==> config.mk <==
export PLATFORM = sky130hd
export DESIGN_NAME = seq_divider
export DESIGN_NICKNAME = d
export VERILOG_FILES = /design/src/rtl/seq_divider.sv
export SDC_FILE = /design/constraint.sdc
export NUM_CORES = 1
export LEC_CHECK = 0
export BUFFER_PORTS_ARGS = -buffer_cell sky130_fd_sc_hd__buf_4
export CORE_AREA = 2 2 153 155
export DETAILED_ROUTE_END_ITERATION = 6
export DIE_AREA = 0 0 155 157
export HOLD_SLACK_MARGIN = 0.08
export RECOVER_POWER = 50
export SYNTH_ARGS = -nofsm -noshare
export SYNTH_HDL_FRONTEND = slang
export SYNTH_SLANG_ARGS = --single-unit
==> constraint.sdc <==
create_clock -name clk -period 3.9 [get_ports clk]
set_input_delay 0 -clock clk [delete_from_list [all_inputs] [get_ports clk]]
set_output_delay 0 -clock clk [all_outputs]
set_load 0.01 [all_outputs]
==> src/rtl/seq_divider.sv <==
// seq_divider: 32-bit restoring divider, one quotient bit per cycle, MSB first.
// Define SEQ_DIVIDER_SIGNED_EN to honor sign_i (two's complement operands).
module seq_divider (
  input  logic        clk,
  input  logic        rst_n,
  input  logic        start,
  input  logic        sign_i,
  input  logic [31:0] dividend,
  input  logic [31:0] divisor,
  output logic        busy,
  output logic        done,
  output logic [31:0] quotient,
  output logic [31:0] remainder,
  output logic        div_zero
);
  typedef enum logic [1:0] {IDLE, RUN, DONE} state_t;
  state_t      r_state, w_next;
  logic [5:0]  r_cnt;
  logic [31:0] r_rem, r_dvd, r_dvs;
  logic [32:0] w_shift;
  logic        w_ge, w_accept;
  logic [31:0] w_rem_n, w_quo_n, w_a_mag, w_b_mag, w_quo_o, w_rem_o;
  assign w_accept = r_state == IDLE && start;
  assign w_shift  = {r_rem, r_dvd[31]};
  assign w_ge     = w_shift >= {1'b0, r_dvs};
  assign w_rem_n  = w_ge ? 32'(w_shift - {1'b0, r_dvs}) : w_shift[31:0];
  assign w_quo_n  = {r_dvd[30:0], w_ge};
`ifdef SEQ_DIVIDER_SIGNED_EN
  logic r_neg_q, r_neg_r;
  logic w_sa, w_sb;
  assign w_sa    = sign_i & dividend[31];
  assign w_sb    = sign_i & divisor[31];
  assign w_a_mag = w_sa ? -dividend : dividend;
  assign w_b_mag = w_sb ? -divisor : divisor;
  assign w_quo_o = r_neg_q ? -w_quo_n : w_quo_n;
  assign w_rem_o = r_neg_r ? -w_rem_n : w_rem_n;
  always_ff @(posedge clk or negedge rst_n)
    if (!rst_n) begin
      r_neg_q <= 1'b0;
      r_neg_r <= 1'b0;
    end else if (w_accept) begin
      r_neg_q <= w_sa ^ w_sb;
      r_neg_r <= w_sa;
    end
`else
  logic w_unused;
  assign w_unused = sign_i;
  assign w_a_mag  = dividend;
  assign w_b_mag  = divisor;
  assign w_quo_o  = w_quo_n;
  assign w_rem_o  = w_rem_n;
`endif
  always_comb begin
    w_next = r_state == IDLE ? (start ? (divisor == '0 ? DONE : RUN) : IDLE) :
             r_state == RUN  ? (r_cnt == 6'd31 ? DONE : RUN) : IDLE;
    busy   = r_state == RUN;
    done   = r_state == DONE;
  end
  // results are registered on the edge that enters DONE and held until the next one
  always_ff @(posedge clk or negedge rst_n)
    if (!rst_n) begin
      r_state   <= IDLE;
      r_cnt     <= '0;
      r_rem     <= '0;
      r_dvd     <= '0;
      r_dvs     <= '0;
      quotient  <= '0;
      remainder <= '0;
      div_zero  <= 1'b0;
    end else begin
      r_state <= w_next;
      if (w_accept) begin
        r_rem <= '0;
        r_cnt <= '0;
        r_dvd <= w_a_mag;
        r_dvs <= w_b_mag;
        if (divisor == '0) begin
          quotient  <= '1;
          remainder <= dividend;
          div_zero  <= 1'b1;
        end
      end else if (r_state == RUN) begin
        r_rem <= w_rem_n;
        r_dvd <= w_quo_n;
        r_cnt <= r_cnt + 6'd1;
        if (r_cnt == 6'd31) begin
          quotient  <= w_quo_o;
          remainder <= w_rem_o;
          div_zero  <= 1'b0;
        end
      end
    end
endmodule

==> reports/qor_table.md, run 1 <==
| Item | Reported |
|:---|:---|
| Buffers from clock root to sink, at most | 2 |
| Antenna violations before repair | 1 |
| Die Area | 24300 sq um |
| Min-delay worst type | input port to register |
| Data arrival time at the worst-slack endpoint | 3820 ps |
| Sequential element share of the synthesized area | 47.3% |
| Cell types occupying the most area after synthesis | dfrtp_1, nand2_1, ha_1 |
| DPL Wire Length | 17.7 mm |
| Slew margin rel. | -50.9% |
| Clock tree from TritonCTS | built |
| Setup-violating endpoint count in the final report | 0 |
| Number of rows created at floorplan | 55 |
| Peak clock frequency supported by timing | 289 MHz |
| Number of distinct library cells after synthesis | 64 |
| WS Path Type | register to register |
| Average wire per standard cell | 17.7 microns |
| Leakage power | 5.14 nW |
| Startpoint type of the worst setup path | register |
| Instance count of the mapped netlist | 977 |
| Worst path required time | 4260 ps |
| Period utilisation layout | 88.7% |
| Number of vias after detailed routing | 7825 |
| Via count of the first global-routing pass | 7858 |
| Hold buffer count at CTS | 65 |
| Total count of hold-check failures in the final report | 0 |
| Routed wire length | 25.7 mm |
| Total of cells resized after clock tree synthesis | 0 |
| Commonest cells after routing, fill and taps aside | nand2_1, dfrtp_1, o21ai_0 |
| CP endpoint kind | register |
| Flip-flop and latch area | 4230 sq um |
| Final slew viol count | 87 |
| Final ANT Viol Nets | 0 |
| Die Ht | 157 microns |
| Failing checks | capacitance limit, slew limit |
| Mapped Avg Cell Area | 9.15 sq um |
| Via-per-instance ratio | 5.41 |
| H-Tree Depth | 4 |
| Global-route wire length before repair | 41.5 mm |
| Minimum clock period | 3460 ps |
| DRC violation count after routing | 0 |
| Clk_lat worst skew | 430 ps |
| Synthesized net count | 1079 |
| Start of the worst register-to-register path | r_dvd[31]$_DFFE_PN0P_ |
| Startpoint of the lowest-slack hold path | start |
| Run status | finished with violations |
| Gp weighted congestion | 0.913 |
| EDFF count, synth | 0 |
| Detailed-router iteration count before antenna repair | 5 |
| # IOs | 135 |
| Total inserted antenna cells | 0 |
| Yosys warnings | 0 |
| Largest area contributor in the netlist | dfrtp_1 |
| Standard cell core area | 22500 sq um |
| Starting DRC count in detailed routing | 556 |
| Cell area power density | 1010 nW/um^2 |
| Total power | 11.3 mW |
| Fin Setup TNS | 0 ps |
| Capture instance of the worst register-to-register path | remainder[24]$_DFFE_PN0P_ |
| CTS root buffer | clkbuf_16 |
| Synthesized cell area | 8940 sq um |
| Unrepaired setup endpoints after global routing | false |
| Hold path cells | 5 |
| IO buf count | 133 |
| Remaining global-route overflow | 0 |
| Worst hold margin | 191 ps |
| All-layer global routing usage | 21.7% |
| Primary flip-flop cell chosen by synthesis mapping | dfrtp_1 |
| Number of nets at the end of the flow | 1252 |
| Final setup skew | 11.9 ps |
| Worst vdd rail ir drop | 433 uV |
| Final Instance Area | 11200 sq um |
| Multi-input combinational cell area | 4310 sq um |
| Worst Tran Pin Value | 2260 ps |
| Cell Area, Placed | 10200 sq um |
| Buffers inserted during post-CTS setup optimization | 0 |
| Count of max-cap constraint violations | 1 |
| Number of CTS-inserted buffers | 17 |
| Largest fanout on the critical path | 4 |
| Pin count of the biggest net entering global routing | 87 |
| Yosys reg bits | 169 |
| Fill cell total of the finished layout | 2190 |
| Internal reg-to-reg setup slack | 440 ps |
| Relative area change from synthesis to final layout | 25.4% |
| Horiz. Die Dim | 155 microns |
| Clock transition time at the flip-flop clock pins of the worst setup and hold paths | 70 ps |
| Asr flop ratio synth | 100% |
| Fraction of final layout cells with drive strength greater than 1 | 12.3% |
| Clock Sinks | 169 |
| Cell count of the worst reg-to-reg path | 13 |
| Initial standard-cell utilization of the core | 39.7% |
| Yosys top cell area share | 47.3% |
| Hold-critical path endpoint | div_zero$_DFFE_PN0P_ |
[critical path: stages, from the launching register on]
cell and delay, ps:
dfrtp_1 400, inv_1 70, ha_1 160, inv_1 50, fa_1 410, a211oi_1 300, o21a_1 250, a21boi_0 200
or4b_1 530, a31oi_2 240, a211oi_1 130, o21a_1 180, o31a_1 330, a21oi_1 160
[state kept, by name, summed over array words and instances, names as in the netlist]
| name | cells |
|---|---|
| quotient | 32 |
| r_dvd | 32 |
| r_dvs | 32 |
| r_rem | 32 |
| remainder | 32 |
| r_cnt | 6 |
| r_state | 2 |
| div_zero | 1 |
[cells in the mapped netlist, types with 15 or more instances]
cell type / instances
a31oi_1: 48
inv_1: 43
dfrtp_1: 169
a21oi_1: 43
nor2_1: 76
mux2i_1: 19
ha_1: 33
o22a_1: 30
o21ai_0: 82
a21o_1: 20
clkbuf_1: 50
xnor2_1: 18
mux2_2: 15
o31ai_1: 16
nand2_1: 171
[kinds of logic (layout without fill, tap and decap cells)]
kind of cell / after synthesis / count (layout) / share of synthesized area, %
AO/OA/AOI/OAI: 294 / 294 / 21.4
XOR/XNOR: 27 / 27 / 2.65
adder cells (fa/ha/maj): 34 / 34 / 4.84
buffers and inverters: 104 / 288 / 4.66
flip-flops: 169 / 169 / 47.3
multiplexers: 34 / 34 / 4.02
AND/OR/NAND/NOR: 315 / 315 / 15.1
[where the power goes]
part / total, mW / switching, mW / leakage (nW) / internal (mW)
logic: 6.41 / 3.79 / 2.72 / 2.62
clock network: 1.85 / 0.757 / 0.306 / 1.10
registers: 3.08 / 0.512 / 2.12 / 2.57
total: 11.3 / 5.06 / 5.14 / 6.28
[metrics by stage]
step | util (%) | std cells | setup WS [ps]
after floorplan | - | 977 | 875
after global placement | 45.3 | 1351 | 497
after detailed placement | 45.3 | 1351 | 453
after CTS | 51.0 | 1446 | 426
after global routing | 49.8 | 1446 | 197
final | 49.8 | 1446 | 440
[routing by layer]
layer	routed length, microns	global-route usage [%]	part of all wire, %
met1	11600	28.7	45
met2	12300	36.3	48
met3	1230	3.88	4.8
met4	522	6.79	2.0
met5	13	0	0.051
[layout make-up]
| cell class | instances | share of cell area (%) |
|---|---|---|
| Tap cell | 285 | 3.18 |
| Multi-Input combinational cell | 704 | 38.4 |
| Sequential cell | 169 | 37.7 |
| Timing Repair Buffer | 214 | 13.6 |
| Clock inverter | 12 | 1.67 |
| Clock buffer | 18 | 3.92 |
| Inverter | 44 | 1.47 |
[worst max path at each step]
stage / from / end / slack (ps) / cells after the start
finish: r_dvd[31]$_DFFE_PN0P_ / remainder[24]$_DFFE_PN0P_ / 440 / 13
global route: r_dvd[31]$_DFFE_PN0P_ / remainder[24]$_DFFE_PN0P_ / 200 / 13
CTS: r_dvd[31]$_DFFE_PN0P_ / r_rem[24]$_DFFE_PN0P_ / 430 / 13
detailed placement: r_dvd[31]$_DFFE_PN0P_ / r_rem[24]$_DFFE_PN0P_ / 450 / 13
global placement: r_dvd[31]$_DFFE_PN0P_ / remainder[24]$_DFFE_PN0P_ / 500 / 13
floorplan: r_dvd[31]$_DFFE_PN0P_ / r_rem[24]$_DFFE_PN0P_ / 880 / 13
Power figures use the tool's default switching activity.
==> inputs of run 2 (changes only) <==
- PLACE_DENSITY_LB_ADDON: not set -> 0.3
==> run 2 against run 1 <==
Against the previous run: the flow still finishes with violations (capacitance limit, slew limit); cell count grew 0.21%; combinational power is essentially flat; global-route usage shrank 0.23 points; clock skew increased by 2.5 ps; clock power fell by 3%; non-clock buffer count rose by 1; critical path type unchanged; critical endpoint unchanged; highest routed layer is now met4.
==> reports/qor_table.md, run 2 (synthesis gave the netlist of run 1 again) <==
| Item | Reported | Delta |
|:---|:---|:---|
| Initial standard-cell utilization of the core | 39.7% | unchanged |
| CP Launch Point | r_dvd[31]$_DFFE_PN0P_ | unchanged |
| Total power | 11.3 mW | about the same |
| Clock tree from TritonCTS | built | unchanged |
| IO buf count | 133 | unchanged |
| Standard cell core area | 22500 sq um | unchanged |
| Gp weighted congestion | 0.912 | was 0.913 |
| All-layer global routing usage | 21.5% | was 21.7% |
| Number of vias after detailed routing | 7875 | was 7825 |
| Minimum clock period | 3510 ps | was 3460 ps |
| Fraction of final layout cells with drive strength greater than 1 | 12.5% | was 12.3% |
| Master of the slowest instance on the critical path | or4b_1 | unchanged |
| Min-delay worst type | input port to register | unchanged |
| Total count of hold-check failures in the final report | 0 | unchanged |
| Commonest cells after routing, fill and taps aside | nand2_1, dfrtp_1, o21ai_0, buf_4, nor2_1 | was nand2_1, dfrtp_1, o21ai_0 |
| Slew margin rel. | -61.1% | was -50.9% |
| Peak clock frequency supported by timing | 285 MHz | was 289 MHz |
| Cell count of the worst reg-to-reg path | 13 | unchanged |
| Total inserted antenna cells | 0 | unchanged |
| Post-route insts no fill | 1449 | was 1446 |
| Clk_lat worst skew | 440 ps | was 430 ps |
| Relative area change from synthesis to final layout | 25.5% | was 25.4% |
| Data arrival time at the worst-slack endpoint | 3870 ps | was 3820 ps |
| Leakage power | 5.15 nW | was 5.14 nW |
| Minimum setup slack in the final design | 390 ps | was 440 ps |
| DPL Wire Length | 17.7 mm | about the same |
| Crit-path max cell delay | 520 ps | was 530 ps |
| Starting DRC count in detailed routing | 506 | was 556 |
| Setup-violating endpoint count in the final report | 0 | unchanged |
| Die Ht | 157 microns | unchanged |
| # IOs | 135 | unchanged |
| Pin count of the biggest net entering global routing | 170 | was 87 |
| Buffers inserted during post-CTS setup optimization | 0 | unchanged |
| Via count of the first global-routing pass | 7935 | was 7858 |
| DRC violation count after routing | 0 | unchanged |
| Antenna violations before repair | 0 | was 1 |
| H-Tree Depth | 4 | unchanged |
| Routed wire length | 25.6 mm | was 25.7 mm |
| Global-route wire length before repair | 41.6 mm | was 41.5 mm |
| Buffers from clock root to sink, at most | 2 | unchanged |
| Number of CTS-inserted buffers | 17 | unchanged |
| Final setup skew | 14.4 ps | was 11.9 ps |
| Remaining global-route overflow | 0 | unchanged |
| Startpoint of the lowest-slack hold path | start | unchanged |
| CP endpoint kind | register | unchanged |
| Fin Setup TNS | 0 ps | unchanged |
| Worst hold margin | 139 ps | was 191 ps |
| Worst path cell trace | inv_1 -> ha_1 -> inv_1 -> fa_1 -> a211oi_1 -> o21a_1 -> a21boi_0 -> or4b_1 -> a31oi_2 -> a211oi_1 -> o21a_1 -> o31a_1 -> a21oi_1 | unchanged |
| Final ANT Viol Nets | 0 | unchanged |
| Capture instance of the worst register-to-register path | remainder[24]$_DFFE_PN0P_ | unchanged |
| Internal reg-to-reg setup slack | 390 ps | was 440 ps |
| Run status | finished with violations | unchanged |
| Largest fanout on the critical path | 4 | unchanged |
| Count of max-cap constraint violations | 1 | unchanged |
| Clock Sinks | 169 | unchanged |
| Number of rows created at floorplan | 55 | unchanged |
| Cell area power density | 1010 nW/um^2 | about the same |
| Failing checks | capacitance limit, slew limit | unchanged |
| Worst Tran Pin Value | 2420 ps | was 2260 ps |
| CP Capture Point | remainder[24]$_DFFE_PN0P_ | unchanged |
| Start of the worst register-to-register path | r_dvd[31]$_DFFE_PN0P_ | unchanged |
| Worst vdd rail ir drop | 433 uV | about the same |
| Final slew viol count | 170 | was 87 |
| Worst path required time | 4260 ps | about the same |
| Die Area | 24300 sq um | unchanged |
| Average wire per standard cell | 17.6 microns | was 17.7 microns |
| Horiz. Die Dim | 155 microns | unchanged |
| Fill cell total of the finished layout | 2114 | was 2190 |
| Via-per-instance ratio | 5.43 | was 5.41 |
| Number of nets at the end of the flow | 1253 | was 1252 |
| Detailed-router iteration count before antenna repair | 5 | unchanged |
| Startpoint type of the worst setup path | register | unchanged |
| Worst slack at placement | 441 ps | was 453 ps |
| Clock transition time at the flip-flop clock pins of the worst setup and hold paths | 60 ps | was 70 ps |
| Count of placed standard cells including taps | 1352 | was 1351 |
| Unrepaired setup endpoints after global routing | false | unchanged |
| Period utilisation layout | 90.0% | was 88.7% |
| WS Path Type | register to register | unchanged |
| Hold path cells | 5 | unchanged |
| CTS root buffer | clkbuf_16 | unchanged |
[run 2: cell types whose count changed in the layout (fill, tap and decap cells not counted), moves of 2 or more]
cell,change
clkinv_2,+3
inv_8,+3
buf_4,+3
inv_6,-2
clkbuf_2,-3
[run 2: power by group]
part / switching, mW / total (mW) / internal, mW
clock: 0.764 / 1.79 / 1.03
combinational: 3.83 / 6.44 / 2.62
sequential: 0.518 / 3.09 / 2.57
total: 5.11 / 11.3 / 6.21
[run 2: area by class of cell]
| cell class | count | area [sq um] | area share (%) |
|---|---|---|---|
| clock buffers | 17 | 425 | 3.79 |
| clock inverters | 15 | 189 | 1.68 |
| well taps | 285 | 357 | 3.18 |
| repair buffers | 215 | 1550 | 13.8 |
| inverters | 44 | 165 | 1.47 |
| flip-flops and latches | 169 | 4230 | 37.7 |
| multi-input cells | 704 | 4310 | 38.4 |
[run 2: critical path, delay by kind of cell, from the launching register on]
| family | cells | cell delay [ps] |
|---|---|---|
| buf+inv | 2 | 120 |
| flops | 1 | 400 |
| simple gates | 1 | 520 |
| fa+ha+maj | 2 | 590 |
| compound gates | 8 | 1800 |
[run 2: repair_timing]
item,4_1_cts,5_1_grt
setup endpoints to repair,0,0
hold endpoints to repair,265,0
resized for setup,0,0
hold buffers,65,0
[run 2: per-layer routing]
metal / track usage (%) / vias up / part of all wire (%) / wire [microns]
met5: 0 / - / 0 / 0
met3: 4.24 / 25 / 4.5 / 1140
li1: - / 3829 / - / -
met1: 28.4 / 3817 / 45 / 11600
met4: 4.89 / 0 / 1.5 / 381
met2: 36.6 / 204 / 49 / 12500
[run 2: per-stage QoR]
stage / util (%) / cell area, sq um
3_5_place_dp: 45.4 / 10200
3_3_place_gp: 45.4 / 10200
5_1_grt: 49.9 / 11200
4_1_cts: 51.0 / 11500
2_1_floorplan: - / 8940
6_report: 49.9 / 11200
[run 2: worst min path at each step]
stage                                  to
finish               div_zero$_DFFE_PN0P_
global route         div_zero$_DFFE_PN0P_
global placement    r_dvs[29]$_DFFE_PN0P_
CTS                  div_zero$_DFFE_PN0P_
floorplan            div_zero$_DFFE_PN0P_
detailed placement   r_dvs[7]$_DFFE_PN0P_
==> inputs of run 3 (changes only) <==
- REMOVE_ABC_BUFFERS: not set -> 1
==> run 3 against run 2 <==
Against the previous run: the flow still finishes with violations (capacitance limit, slew limit); design area hardly changed; highest routed layer unchanged; setup slack gained 120 ps; sequential share of layout area about the same; first-iteration DRC count shrank 8.7%; global-route usage shrank 0.73 points; die area did not move; routed wire length shrank 4.3%; critical path depth did not move; total power shrank 0.69%; core utilization is essentially flat; cell count down 0.21%; worst hold slack lost 8.2 ps.
==> reports/qor_table.md, run 3 (synthesis gave the netlist of run 1 again) <==
| Item | Reported | Delta |
|:---|:---|:---|
| Number of nets at the end of the flow | 1251 | was 1253 |
| IO buf count | 133 | unchanged |
| Total of cells resized after clock tree synthesis | 0 | unchanged |
| Fill cell total of the finished layout | 2158 | was 2114 |
| Failing checks | capacitance limit, slew limit | unchanged |
| DPL Wire Length | 16.9 mm | was 17.7 mm |
| Hold path cells | 5 | unchanged |
| Die Area | 24300 sq um | unchanged |
| Cell Int Power | 6.29 mW | was 6.21 mW |
| Clock Sinks | 169 | unchanged |
| Final setup skew | 12.8 ps | was 14.4 ps |
| Slew margin rel. | -53.8% | was -61.1% |
| Relative area change from synthesis to final layout | 25.4% | was 25.5% |
| Data arrival time at the worst-slack endpoint | 3740 ps | was 3870 ps |
| Leakage power | 5.13 nW | was 5.15 nW |
| Worst Tran Pin Value | 2310 ps | was 2420 ps |
| Number of vias after detailed routing | 7756 | was 7875 |
| Internal reg-to-reg setup slack | 510 ps | was 390 ps |
| Hold-critical path endpoint | r_cnt[0]$_DFFE_PN0P_ | was div_zero$_DFFE_PN0P_ |
| Switching component of the power | 4.95 mW | was 5.11 mW |
| Cell area power density | 1000 nW/um^2 | was 1010 nW/um^2 |
| Setup-violating endpoint count in the final report | 0 | unchanged |
| Start of the worst register-to-register path | r_dvd[31]$_DFFE_PN0P_ | unchanged |
| Commonest cells after routing, fill and taps aside | nand2_1, dfrtp_1, o21ai_0 | was nand2_1, dfrtp_1, o21ai_0, buf_4, nor2_1 |
| Antenna violations before repair | 0 | unchanged |
| Clock tree from TritonCTS | built | unchanged |
| Count of max-cap constraint violations | 1 | unchanged |
| Combinational share of power | 56.6% | was 56.9% |
| DRC violation count after routing | 0 | unchanged |
| Min-delay worst type | input port to register | unchanged |
| Startpoint type of the worst setup path | register | unchanged |
| Part of the total power dissipated in the clock network | 16.0% | was 15.8% |
| Via-per-instance ratio | 5.36 | was 5.43 |
| Worst path required time | 4250 ps | was 4260 ps |
| Switching portion of total power | 44.0% | was 45.1% |
| Pin count of the biggest net entering global routing | 94 | was 170 |
| Cell count of the worst reg-to-reg path | 13 | unchanged |
| Average wire per standard cell | 16.9 microns | was 17.6 microns |
| Clk_lat worst skew | 430 ps | was 440 ps |
| Global-route wire length before repair | 40.1 mm | was 41.6 mm |
| Remaining global-route overflow | 0 | unchanged |
| Number of rows created at floorplan | 55 | unchanged |
| Worst slack at placement | 547 ps | was 441 ps |
| CP endpoint kind | register | unchanged |
| Clock transition time at the flip-flop clock pins of the worst setup and hold paths | 60 ps | about the same |
| Standard cell core area | 22500 sq um | unchanged |
| # IOs | 135 | unchanged |
| Peak clock frequency supported by timing | 295 MHz | was 285 MHz |
| H-Tree Depth | 4 | unchanged |
| Startpoint of the lowest-slack hold path | start | unchanged |
| Worst hold margin | 131 ps | was 139 ps |
| Final ANT Viol Nets | 0 | unchanged |
| Routed wire length | 24.5 mm | was 25.6 mm |
| Total count of hold-check failures in the final report | 0 | unchanged |
| Share of power burned in registers | 27.4% | was 27.3% |
| Capture instance of the worst register-to-register path | r_rem[24]$_DFFE_PN0P_ | was remainder[24]$_DFFE_PN0P_ |
| Final slew viol count | 94 | was 170 |
| Buffers from clock root to sink, at most | 2 | unchanged |
| CTS root buffer | clkbuf_16 | unchanged |
| Die Ht | 157 microns | unchanged |
| All-layer global routing usage | 20.7% | was 21.5% |
| Fraction of final layout cells with drive strength greater than 1 | 12.2% | was 12.5% |
| Unrepaired setup endpoints after global routing | false | unchanged |
| Minimum setup slack in the final design | 507 ps | was 390 ps |
| Number of CTS-inserted buffers | 17 | unchanged |
| Total inserted antenna cells | 0 | unchanged |
| Run status | finished with violations | unchanged |
| WS Path Type | register to register | unchanged |
| Starting DRC count in detailed routing | 462 | was 506 |
| Horiz. Die Dim | 155 microns | unchanged |
| Largest fanout on the critical path | 4 | unchanged |
| Detailed-router iteration count before antenna repair | 7 | was 5 |
| Via count of the first global-routing pass | 7720 | was 7935 |
| Minimum clock period | 3390 ps | was 3510 ps |
| Period utilisation layout | 87.0% | was 90.0% |
| Initial standard-cell utilization of the core | 39.7% | unchanged |
| Worst vdd rail ir drop | 461 uV | was 433 uV |
| Gp weighted congestion | 0.887 | was 0.912 |
==> run 3: cell count changes in the layout (fill, tap and decap cells not counted) <==
cell / previous run / this run
clkbuf_2: 0 / 1
clkbuf_1: 65 / 67
inv_8: 4 / 0
clkdlybuf4s25_1: 1 / 0
buf_12: 1 / 2
bufinv_16: 3 / 4
clkbuf_8: 0 / 1
buf_4: 82 / 78
clkinvlp_4: 1 / 2
clkinv_4: 1 / 0
==> run 3: repair_timing <==
| action | CTS | global route |
|---|---|---|
| hold buffers | 65 | 0 |
| hold endpoints to repair | 189 | 0 |
| buffers inserted | 0 | 0 |
==> run 3: through the flow <==
step                      cells  TNS [ps]  total power, mW  cell area (sq um)  utilization (%)
after floorplan             917   -143260             7.58               8690                -
after global placement     1350         0             9.46              10200             45.4
after detailed placement   1350         0             9.55              10200             45.4
after CTS                  1446         0             11.5              11500             51.0
after global routing       1446         0             12.2              11200             49.8
final                      1446         0             11.2              11200             49.8
==> run 3: metal layers <==
| metal | GRT usage [%] | part of all wire (%) | wire length, microns | vias up |
|---|---|---|---|---|
| li1 | - | - | - | 3819 |
| met1 | 26.8 | 45 | 11100 | 3718 |
| met2 | 35.3 | 48 | 11800 | 195 |
| met3 | 4.46 | 4.4 | 1090 | 24 |
| met4 | 5.64 | 1.8 | 444 | 0 |
| met5 | 0 | 0 | 0 | - |
==> run 3: layout make-up <==
type                            instances  area, sq um  area share [%]
Sequential cell                       169         4230            37.7
Clock inverter                         12          173            1.54
Tap cell                              285          357            3.18
Multi-Input combinational cell        704         4310            38.4
Inverter                               44          165            1.47
Timing Repair Buffer                  213         1540            13.7
Clock buffer                           19          443            3.95
==> run 3: power by group through the flow <==
stage               combinational (mW)  clock (mW)  sequential, mW
floorplan                         4.52           0            3.06
global placement                  6.38           0            3.08
detailed placement                6.45           0            3.10
CTS                               6.57        1.83            3.08
global route                      7.13        1.91            3.16
finish                            6.37        1.80            3.07
==> run 3: worst max-delay path by stage <==
stage	start	endpoint	slack, ps	cells after the start
2_1_floorplan	r_state[0]$_DFF_PN0_	remainder[0]$_DFFE_PN0P_	-2380	7
3_3_place_gp	r_dvd[31]$_DFFE_PN0P_	remainder[24]$_DFFE_PN0P_	580	13
3_5_place_dp	r_dvd[31]$_DFFE_PN0P_	remainder[24]$_DFFE_PN0P_	550	13
4_1_cts	r_dvd[31]$_DFFE_PN0P_	remainder[24]$_DFFE_PN0P_	520	13
5_1_grt	rst_n	r_dvd[3]$_DFFE_PN0P_	210	3
6_report	r_dvd[31]$_DFFE_PN0P_	r_rem[24]$_DFFE_PN0P_	510	13
==> run 3: critical path, cell delays in order (launching register included) <==
cell,delay (ps)
dfrtp_1,390
inv_1,60
ha_1,170
inv_1,60
fa_1,410
a211oi_1,260
o21a_1,240
a21boi_0,180
or4b_1,520
a31oi_2,240
a211oi_1,140
o21a_1,180
o31a_1,300
a21oi_1,160
